[src/rtl/ascon_pkg.sv]
// Shared types and constants for the ASCON-128 decryption controller.
// Round indices are aligned so every permutation finishes on index LAST_RND_IDX.
package ascon_pkg;

  typedef enum logic [3:0] {
    ST_IDLE,
    ST_LOAD,
    ST_INIT_PERM,
    ST_INIT_KEY,
    ST_AD_WAIT,
    ST_AD_ABSORB,
    ST_AD_PERM,
    ST_DOM_SEP,
    ST_CT_WAIT,
    ST_CT_ABSORB,
    ST_CT_PERM,
    ST_FIN_KEY,
    ST_FIN_PERM,
    ST_FIN_KEY2,
    ST_TAG_CMP,
    ST_DONE
  } dec_state_t;

  localparam int DEF_ROUNDS_A = 12;
  localparam int DEF_ROUNDS_B = 6;
  localparam int LAST_RND_IDX = 11;

  function automatic int rnd_start_idx(input int rounds);
    return LAST_RND_IDX + 1 - rounds;
  endfunction

  localparam int PB_START_IDX = rnd_start_idx(DEF_ROUNDS_B);

endpackage

[src/rtl/ascon_round_ctr.sv]
// Round-constant index counter shared by all permutation phases.
// Loads a start index, counts up, and flags the final round.
module ascon_round_ctr #(
  parameter int CNT_W    = 4,
  parameter int LAST_IDX = 11
) (
  input  logic             clock_i,
  input  logic             resetb_i,
  input  logic             clear,
  input  logic             load,
  input  logic [CNT_W-1:0] start_idx,
  input  logic             inc,
  output logic [CNT_W-1:0] idx,
  output logic             last_o
);

  assign last_o = (idx == CNT_W'(LAST_IDX));

  // Parks on the last index so a stray inc never wraps into a bogus constant.
  always_ff @(posedge clock_i or negedge resetb_i) begin
    if (!resetb_i)          idx <= '0;
    else if (clear)         idx <= '0;
    else if (load)          idx <= start_idx;
    else if (inc && !last_o) idx <= idx + 1'b1;
  end

endmodule

[src/rtl/ascon_decrypt_fsm.sv]
// ASCON-128 decryption controller: sequences init, AD, ciphertext blocks and
// tag check, driving Moore-decoded enables for the shared datapath.
module ascon_decrypt_fsm
  import ascon_pkg::*;
#(
  parameter int NB_CT    = 3,
  parameter int ROUNDS_A = DEF_ROUNDS_A,
  parameter int ROUNDS_B = DEF_ROUNDS_B,
  parameter int CNT_W    = 4
) (
  input  logic             clock_i,
  input  logic             resetb_i,
  input  logic             start_i,
  input  logic             abort_i,
  input  logic             data_valid_i,
  output logic             data_ready_o,
  input  logic             tag_match_i,
  output logic             data_sel_o,
  output logic             en_reg_state_o,
  output logic             en_xor_key_o,
  output logic             en_xor_key_end_o,
  output logic             en_xor_lsb_o,
  output logic             en_xor_data_o,
  output logic             en_replace_o,
  output logic             en_plain_o,
  output logic             en_tag_cmp_o,
  output logic [CNT_W-1:0] round_idx_o,
  output logic [CNT_W-1:0] block_idx_o,
  output logic             plain_valid_o,
  output logic             busy_o,
  output logic             done_o,
  output logic             auth_ok_o,
  output logic             auth_fail_o
);

  localparam logic [CNT_W-1:0] PA_START = CNT_W'(rnd_start_idx(ROUNDS_A));
  localparam logic [CNT_W-1:0] PB_START = CNT_W'(rnd_start_idx(ROUNDS_B));
  localparam logic [CNT_W-1:0] LAST_BLK = CNT_W'(NB_CT - 1);

  dec_state_t       state, state_nxt;
  logic [CNT_W-1:0] rnd_cnt, rnd_start, blk_cnt;
  logic             rnd_last, rnd_clear, rnd_load, rnd_inc;
  logic             auth_ok_q, plain_vld_q, in_perm;

  ascon_round_ctr #(
    .CNT_W    (CNT_W),
    .LAST_IDX (LAST_RND_IDX)
  ) u_round_ctr (
    .clock_i   (clock_i),
    .resetb_i  (resetb_i),
    .clear     (rnd_clear),
    .load      (rnd_load),
    .start_idx (rnd_start),
    .inc       (rnd_inc),
    .idx       (rnd_cnt),
    .last_o    (rnd_last)
  );

  always_ff @(posedge clock_i or negedge resetb_i) begin
    if (!resetb_i) state <= ST_IDLE;
    else           state <= state_nxt;
  end

  always_comb begin
    state_nxt = state;
    rnd_clear = 1'b0;
    rnd_load  = 1'b0;
    rnd_start = PB_START;
    rnd_inc   = 1'b0;
    case (state)
      ST_IDLE:      if (start_i) state_nxt = ST_LOAD;
      ST_LOAD:      begin state_nxt = ST_INIT_PERM; rnd_load = 1'b1; rnd_start = PA_START; end
      ST_INIT_PERM: begin rnd_inc = 1'b1; if (rnd_last) state_nxt = ST_INIT_KEY; end
      ST_INIT_KEY:  state_nxt = ST_AD_WAIT;
      ST_AD_WAIT:   if (data_valid_i) state_nxt = ST_AD_ABSORB;
      ST_AD_ABSORB: begin state_nxt = ST_AD_PERM; rnd_load = 1'b1; end
      ST_AD_PERM:   begin rnd_inc = 1'b1; if (rnd_last) state_nxt = ST_DOM_SEP; end
      ST_DOM_SEP:   state_nxt = ST_CT_WAIT;
      ST_CT_WAIT:   if (data_valid_i) state_nxt = ST_CT_ABSORB;
      // The last (padded) block skips p^b and goes straight to finalization.
      ST_CT_ABSORB: begin
        if (blk_cnt < LAST_BLK) begin
          state_nxt = ST_CT_PERM;
          rnd_load  = 1'b1;
        end else begin
          state_nxt = ST_FIN_KEY;
        end
      end
      ST_CT_PERM:   begin rnd_inc = 1'b1; if (rnd_last) state_nxt = ST_CT_WAIT; end
      ST_FIN_KEY:   begin state_nxt = ST_FIN_PERM; rnd_load = 1'b1; rnd_start = PA_START; end
      ST_FIN_PERM:  begin rnd_inc = 1'b1; if (rnd_last) state_nxt = ST_FIN_KEY2; end
      ST_FIN_KEY2:  state_nxt = ST_TAG_CMP;
      ST_TAG_CMP:   state_nxt = ST_DONE;
      ST_DONE:      if (start_i) state_nxt = ST_LOAD;
      default:      state_nxt = ST_IDLE;
    endcase
    if (abort_i) begin
      state_nxt = ST_IDLE;
      rnd_clear = 1'b1;
    end
  end

  // Block index and auth flag are cleared on entry to LOAD so LOAD already shows 0.
  always_ff @(posedge clock_i or negedge resetb_i) begin
    if (!resetb_i) begin
      blk_cnt     <= '0;
      auth_ok_q   <= 1'b0;
      plain_vld_q <= 1'b0;
    end else begin
      plain_vld_q <= (state == ST_CT_ABSORB) && !abort_i;
      if (abort_i || state_nxt == ST_LOAD) begin
        blk_cnt   <= '0;
        auth_ok_q <= 1'b0;
      end else begin
        if (state == ST_CT_PERM && rnd_last && blk_cnt != LAST_BLK) blk_cnt <= blk_cnt + 1'b1;
        if (state == ST_TAG_CMP) auth_ok_q <= tag_match_i;
      end
    end
  end

  assign in_perm = (state == ST_INIT_PERM) || (state == ST_AD_PERM) ||
                   (state == ST_CT_PERM)   || (state == ST_FIN_PERM);

  assign data_ready_o     = (state == ST_AD_WAIT) || (state == ST_CT_WAIT);
  assign busy_o           = (state != ST_IDLE) && (state != ST_DONE);
  assign done_o           = (state == ST_DONE);
  assign en_reg_state_o   = busy_o && !data_ready_o;
  assign data_sel_o       = (state == ST_LOAD);
  assign en_xor_key_o     = (state == ST_FIN_KEY);
  assign en_xor_key_end_o = (state == ST_INIT_KEY) || (state == ST_FIN_KEY2);
  assign en_xor_lsb_o     = (state == ST_DOM_SEP);
  assign en_xor_data_o    = (state == ST_AD_ABSORB);
  assign en_replace_o     = (state == ST_CT_ABSORB);
  assign en_plain_o       = (state == ST_CT_ABSORB);
  assign en_tag_cmp_o     = (state == ST_TAG_CMP);
  assign round_idx_o      = in_perm ? rnd_cnt : '0;
  assign block_idx_o      = blk_cnt;
  assign plain_valid_o    = plain_vld_q;
  assign auth_ok_o        = done_o && auth_ok_q;
  assign auth_fail_o      = done_o && !auth_ok_q;

endmodule

[config.mk]
export PLATFORM = sky130hd
export DESIGN_NAME = ascon_decrypt_fsm
export DESIGN_NICKNAME = d
export VERILOG_FILES = /design/src/rtl/ascon_pkg.sv /design/src/rtl/ascon_round_ctr.sv /design/src/rtl/ascon_decrypt_fsm.sv
export SDC_FILE = /design/constraint.sdc
export NUM_CORES = 1
export LEC_CHECK = 0
export CORE_UTILIZATION = 30
export DETAILED_ROUTE_END_ITERATION = 7
export PLACE_DENSITY = 0.58
export SYNTH_ARGS = -nofsm -noshare
export SYNTH_HDL_FRONTEND = slang
export SYNTH_SLANG_ARGS = --single-unit
[constraint.sdc]
create_clock -name clock_i -period 2.3 [get_ports clock_i]
set_input_delay 0.23 -clock clock_i [delete_from_list [all_inputs] [get_ports clock_i]]
set_output_delay 0.23 -clock clock_i [all_outputs]
set_load 0.05 [all_outputs]
# Yosys cells after proc, flatten, opt, wreduce, memory -nomap -nowiden
# Cells that the tools add are included.
word_totals:
  wordCells: 77
  inputBits: 6
  output_inout_bits: 23
  regBits: 14
classes:
  n_eq_ne: 19
  n_addsub: 2
  muxes: 23
  n_lt_le_gt_ge: 1
  n_reduce_logical: 27
ops:
  columns: ["cell", "count"]
  rows:
  - ["$pmux 4 s15", 1]
  - ["$mux 4", 14]
  - ["$eq 4x4->1 const B", 9]
  - ["$eq 4x3->1 const B", 4]
  - ["$add 4x1->4 const B", 2]
  - ["$eq 4x1->1 const B", 2]
  - ["$eq 4x2->1 const B", 2]
  - ["$logic_and 1x1->1", 8]
  - ["$logic_or 1x1->1", 6]
  - ["$mux 1", 6]
  - ["$logic_not 1->1", 4]
  - ["$logic_not 4->1", 1]
  - ["$lt 4x2->1 const B", 1]
  - ["$ne 4x2->1 const B", 1]
  - ["$ne 4x4->1 const B", 1]
  - ["$reduce_bool 2->1", 2]
  - ["$reduce_bool 4->1", 1]
  - ["$reduce_or 2->1", 2]
  - ["$reduce_or 4->1", 1]
  - ["$mux 3", 1]
  - ["$reduce_bool 3->1", 1]
  - ["$reduce_or 3->1", 1]
  - ["$pmux 1 s2", 1]

# Logic depth before layout (Yosys ltp)
logic_depth:
  depth_word: 7
  mapped_depth: 7
  depth_no_buf: 6

# Modules after synthesis
# From an unflattened synthesis, not the netlist that was laid out.
hier_totals:
  cells_unflattened: 123
  hier_area_um2: 1104.8
modules_own_cells:
  columns: ["module", "instances", "seq_area_each_um2", "area_each_um2", "cells_each"]
  rows:
  - ["ascon_decrypt_fsm", 1, 250.2, 859.6, 97]
  - ["ascon_round_ctr", 1, 100.1, 245.2, 26]

# Worst setup path before layout
# No wires, ideal clock.
synth_path:
  path_kind: "reg-to-output"
  startpoint: "reg state[2]"
  endpoint: "out data_ready_o"
  stages_incl_launch_ff: 5
  slack_ps: 71
  required_time_ps: 2070
  n_path_buf: 2
  arrival_time_ps: 1999
  cell_sequence: "dfrtp_1 > buf_2 > clkbuf_1 > nand2b_1 > a21boi_0"
synth_via:
  elab_chain_len: 2
  word_cells_on_any_way: 3
  classes_between: "2 x eq/ne; 1 x reduce/logical"
synth_lines:
  columns: ["item", "line", "source"]
  rows:
  - ["from (decl)", "ascon_decrypt_fsm.sv:40", "dec_state_t state, state_nxt;"]
  - ["from (signal assigned)", "ascon_decrypt_fsm.sv:61", "else state <= state_nxt;"]
  - ["$eq 4x3->1 or $eq 4x4->1 (tied branches)", "ascon_decrypt_fsm.sv:124", "assign data_ready_o = (state == ST_AD_WAIT) || (state == ST_CT_WAIT);"]
  - ["$logic_or 1x1->1 (*)", "ascon_decrypt_fsm.sv:124", null]
  - ["to (decl)", "ascon_decrypt_fsm.sv:16", "output logic data_ready_o,"]
# Mark *: on every way between the ends. The rest lies on a longest branch, timed or not.

# Worst setup path after layout
layout_path:
  startpoint: "reg state[1]"
  endpoint: "out round_idx_o[1]"
layout_via:
  elab_chain_len: 5
  word_cells_on_any_way: 8
  classes_between: "4 x eq/ne; 1 x mux; 3 x reduce/logical"
layout_lines:
  columns: ["item", "line", "source"]
  rows:
  - ["$eq 4x2->1 or $eq 4x3->1 (tied branches)", "ascon_decrypt_fsm.sv:121", "assign in_perm = (state == ST_INIT_PERM) || (state == ST_AD_PERM) ||"]
  - ["$logic_or 1x1->1 (2 in series)", "ascon_decrypt_fsm.sv:121", null]
  - ["$logic_or 1x1->1 (*)", "ascon_decrypt_fsm.sv:122", "(state == ST_CT_PERM) || (state == ST_FIN_PERM);"]
  - ["$mux 4 (*)", "ascon_decrypt_fsm.sv:136", "assign round_idx_o = in_perm ? rnd_cnt : '0;"]
  - ["to (decl)", "ascon_decrypt_fsm.sv:27", "output logic [CNT_W-1:0] round_idx_o,"]
# Marks and branches as above.

==> flow_summary_export.csv <==
group,metric,value,unit
yosys,synth_top_area_share,33.2,%
yosys,synth_seq_area_share,33.2,%
global_routing,grt_overflow,0,
route,drt-vias-per-instance,5.03,
yosys,yosys_warnings,0,
yosys,synth.cell_area,1060,µm²
global_routing,grt_max_degree,17,
yosys,synth-seq-cells,14,
setup_path,crit_chain,"a21bo_1, a21oi_1, and2_1, buf_12",
clocking,cts_tree,"yes",
placement,place_hpwl,1.88,mm
setup_path,r2r_cells,6,
yosys,synth_top_cell_by_area,"dfrtp_1",
yosys,synth-compound-area-share,22.4,%
clocking,cts_resized,0,
setup_path,path_max_fanout,16,
global_routing,antenna_found_initial,0,
sta,fmax,459,MHz
die,die_area,3760,µm²
sta,rsz0062_at_grt,"false",
status,outcome,"finished, final reports clean",
global_routing,top_usage_layer,"met2",
yosys,avgSynthCellArea,8.73,µm²
setup_path,r2r_slack,0.23,ns
yosys,synth.area.top_cells,"dfrtp_1, nor2_1, nor3_1, a2111oi_4, and2_1",
die,dieHeight,61.3,µm
clocking,cts_inserted_buffers,3,
power_and_ir_drop,peakVddDrop,137,µV
yosys,synth_top_family_by_area,"simple AND/OR/NAND/NOR gates",
yosys,synth-simple-area-share,29.5,%
die,initial_core_util,31.4,%
clocking,max-clock-path-buffers,2,
setup_path,reg2reg_to,"block_idx_o[3]$_DFFE_PN0P_",
route,drc,0,
clocking,clock-root-buffer,"clkbuf_4",
setup_path,crit_required,2.07,ns
yosys,synthCells,121,
clocking,clkTransAtPathRegs,0.08,ns
sta,hold_viol_final,0,
route,drt_iter0_drc,21,
clocking,hold_buffers,0,
setup_path,crit_path_end_kind,"primary output",
finish,n_antenna_cell,0,
placement,numPortBuffers,28,
clocking,cts_sinks,14,
yosys,synth_mux_area_share,0.948,%
sta,fin_crit,2.18,ns
sta,max_slew_margin,58.0,%
yosys,synth_fp_nets,130,
setup_path,cp.arrival,1.95,ns
setup_path,critical-path-slowest-cell,"dfrtp_1",
setup_path,critPathKind,"flip-flop to primary output",
route,routed_wl,2.52,mm
clocking,clk_latency,0.28,ns
clocking,cts_setup_buffers,0,
yosys,synthXorXnorAreaFrac,4.15,%
route,num_vias,980,
die,coreArea,3360,µm²
die,rows,21,
setup_path,slowest_delay,0.65,ns
finish,drive_above_1_share,20.8,%
sta,finClkSkew,0.000559,ns
setup_path,r2r-start,"u_round_ctr.idx[0]$_DFFE_PN0P_",
route,avgRoutedWirePerCell,12.9,µm
power_and_ir_drop,leakagePower,0.000596,µW
sta,setup_tns,0,ns
sta,tightest_slew,0.628,ns
placement,gp_congestion,0.764,
sta,drv_slew,0,
global_routing,grt_use_met2,22.4,%
global_routing,grt_pass1_vias,855,
clocking,h-tree-depth,1,
finish,final_util,42.2,%
setup_path,worst-path-buf-inv,1,
min_path,min_path_type,"primary input to async pin",
finish,final_area,1420,µm²
route,postRouteAntennaNets,0,
global_routing,use_met1,20.8,%
sta,period_share,94.7,%
die,io_pins,29,
run,drv_cap,0,
setup_path,start_kind,"flip-flop",
setup_path,cp_top_family,"flip-flops",
sta,setup_violations,0,
yosys,synth_adder_area_share,4.50,%
placement,place_area,1400,µm²
finish,nets,160,
route,drt_pass1_iterations,4,
global_routing,grt_usage,14.7,%
finish,area_delta_synth_final,34.2,%
die,die_w,61.3,µm
global_routing,grt_pass1_wl,4.08,mm
global_routing,use_met3,0.630,%
power_and_ir_drop,p_per_area,409,nW/µm²
yosys,synth_cell_types,39,
## logic make-up (layout without fill, tap and decap cells)
kind of cell	after synthesis	count (layout)
XOR/XNOR	5	5
multiplexers	1	1
flip-flops	14	14
buffers and inverters	12	40
AND/OR/NAND/NOR	59	59
AO/OA/AOI/OAI	26	26
adder cells (fa/ha/maj)	4	4
## metal layers
metal	up-vias	share of wire, %	routed length, µm
met5	-	0	0
met4	0	2.3	57
met3	4	3.2	80
met2	23	45	1120
met1	465	50	1260
li1	488	-	-
## registers in the layout, summed over array words and instances (netlist names)
register and flops:
block_idx_o 4, state 4, auth_ok_q 1, plain_valid_o 1, u_round_ctr.idx 4
## cell usage in the layout (no fill, tap or decap), types with 4 or more instances in the layout
cell type         n
a21oi_1           5
and2_1            7
buf_12            4
buf_4            19
clkdlybuf4s50_1  10
dfrtp_1          14
inv_1             4
nand2_1           7
nand2b_1          5
nor2_1           18
nor3_1           11
xor2_1            4
## through the flow
step	hold WS (ns)	setup WS [ns]	cells	total power (µW)
CTS	0.371	0.0924	195	588
finish	0.338	0.122	195	580
global placement	0.534	0.285	192	445
floorplan	-0.0656	0.0715	121	390
detailed placement	0.536	0.251	192	448
global route	0.412	0.00228	195	613
## cell usage after synthesis
cell	number
mux2i_1	1
xnor2_1	1
a21bo_1	1
o21ai_1	2
nand4b_1	1
o22ai_1	1
buf_4	2
a21boi_1	1
o2bb2ai_1	1
o22a_1	1
a21oi_1	5
dfrtp_1	14
nand2b_1	5
a211oi_1	3
clkbuf_1	3
a2111oi_4	2
a211oi_4	1
maj3_1	1
xor2_1	4
nand3_1	1
o21ai_0	2
a21o_1	1
o41ai_2	1
or4_1	1
nand4_1	2
nand2_1	7
inv_1	4
nand4_2	1
and2_1	7
a2bb2oi_1	1
ha_1	3
nor2_1	18
a21boi_0	1
buf_2	3
or4b_1	1
a31oi_1	2
nand3b_1	3
nor3_1	11
nor4b_1	1
## worst reg2reg max path, stage by stage, from the launching register on
cell	delay [ns]
dfrtp_1	0.42
ha_1	0.22
nand3b_1	0.26
a2111oi_4	0.60
nand4_1	0.18
xor2_1	0.17
nor3_1	0.14
## layout make-up
class	instances	area [µm²]
flip-flops and latches	14	350
inverters	4	15.0
well taps	46	57.6
repair buffers	33	323
fillers	369	1950
multi-input cells	95	649
clock buffers	3	22.5
## report_power, final
part / switching [µW] / total, µW / internal, µW
combinational: 95.2 / 160 / 65.2
sequential: 24.6 / 282 / 258
clock: 76.4 / 137 / 60.8
total: 196 / 580 / 384
## how the worst max path moves through the flow
stage	cells past startpoint	slack, ns	end	from
final	4	0.12	round_idx_o[1]	state[1]$_DFF_PN0_
after global routing	4	0.002	round_idx_o[1]	state[1]$_DFF_PN0_
after CTS	4	0.09	round_idx_o[2]	state[1]$_DFF_PN0_
after detailed placement	6	0.25	block_idx_o[3]$_DFFE_PN0P_	u_round_ctr.idx[0]$_DFFE_PN0P_
after global placement	6	0.28	block_idx_o[1]$_DFFE_PN0P_	data_valid_i
after floorplan	4	0.07	data_ready_o	state[2]$_DFF_PN0_
(Power assumes the default switching activity.)
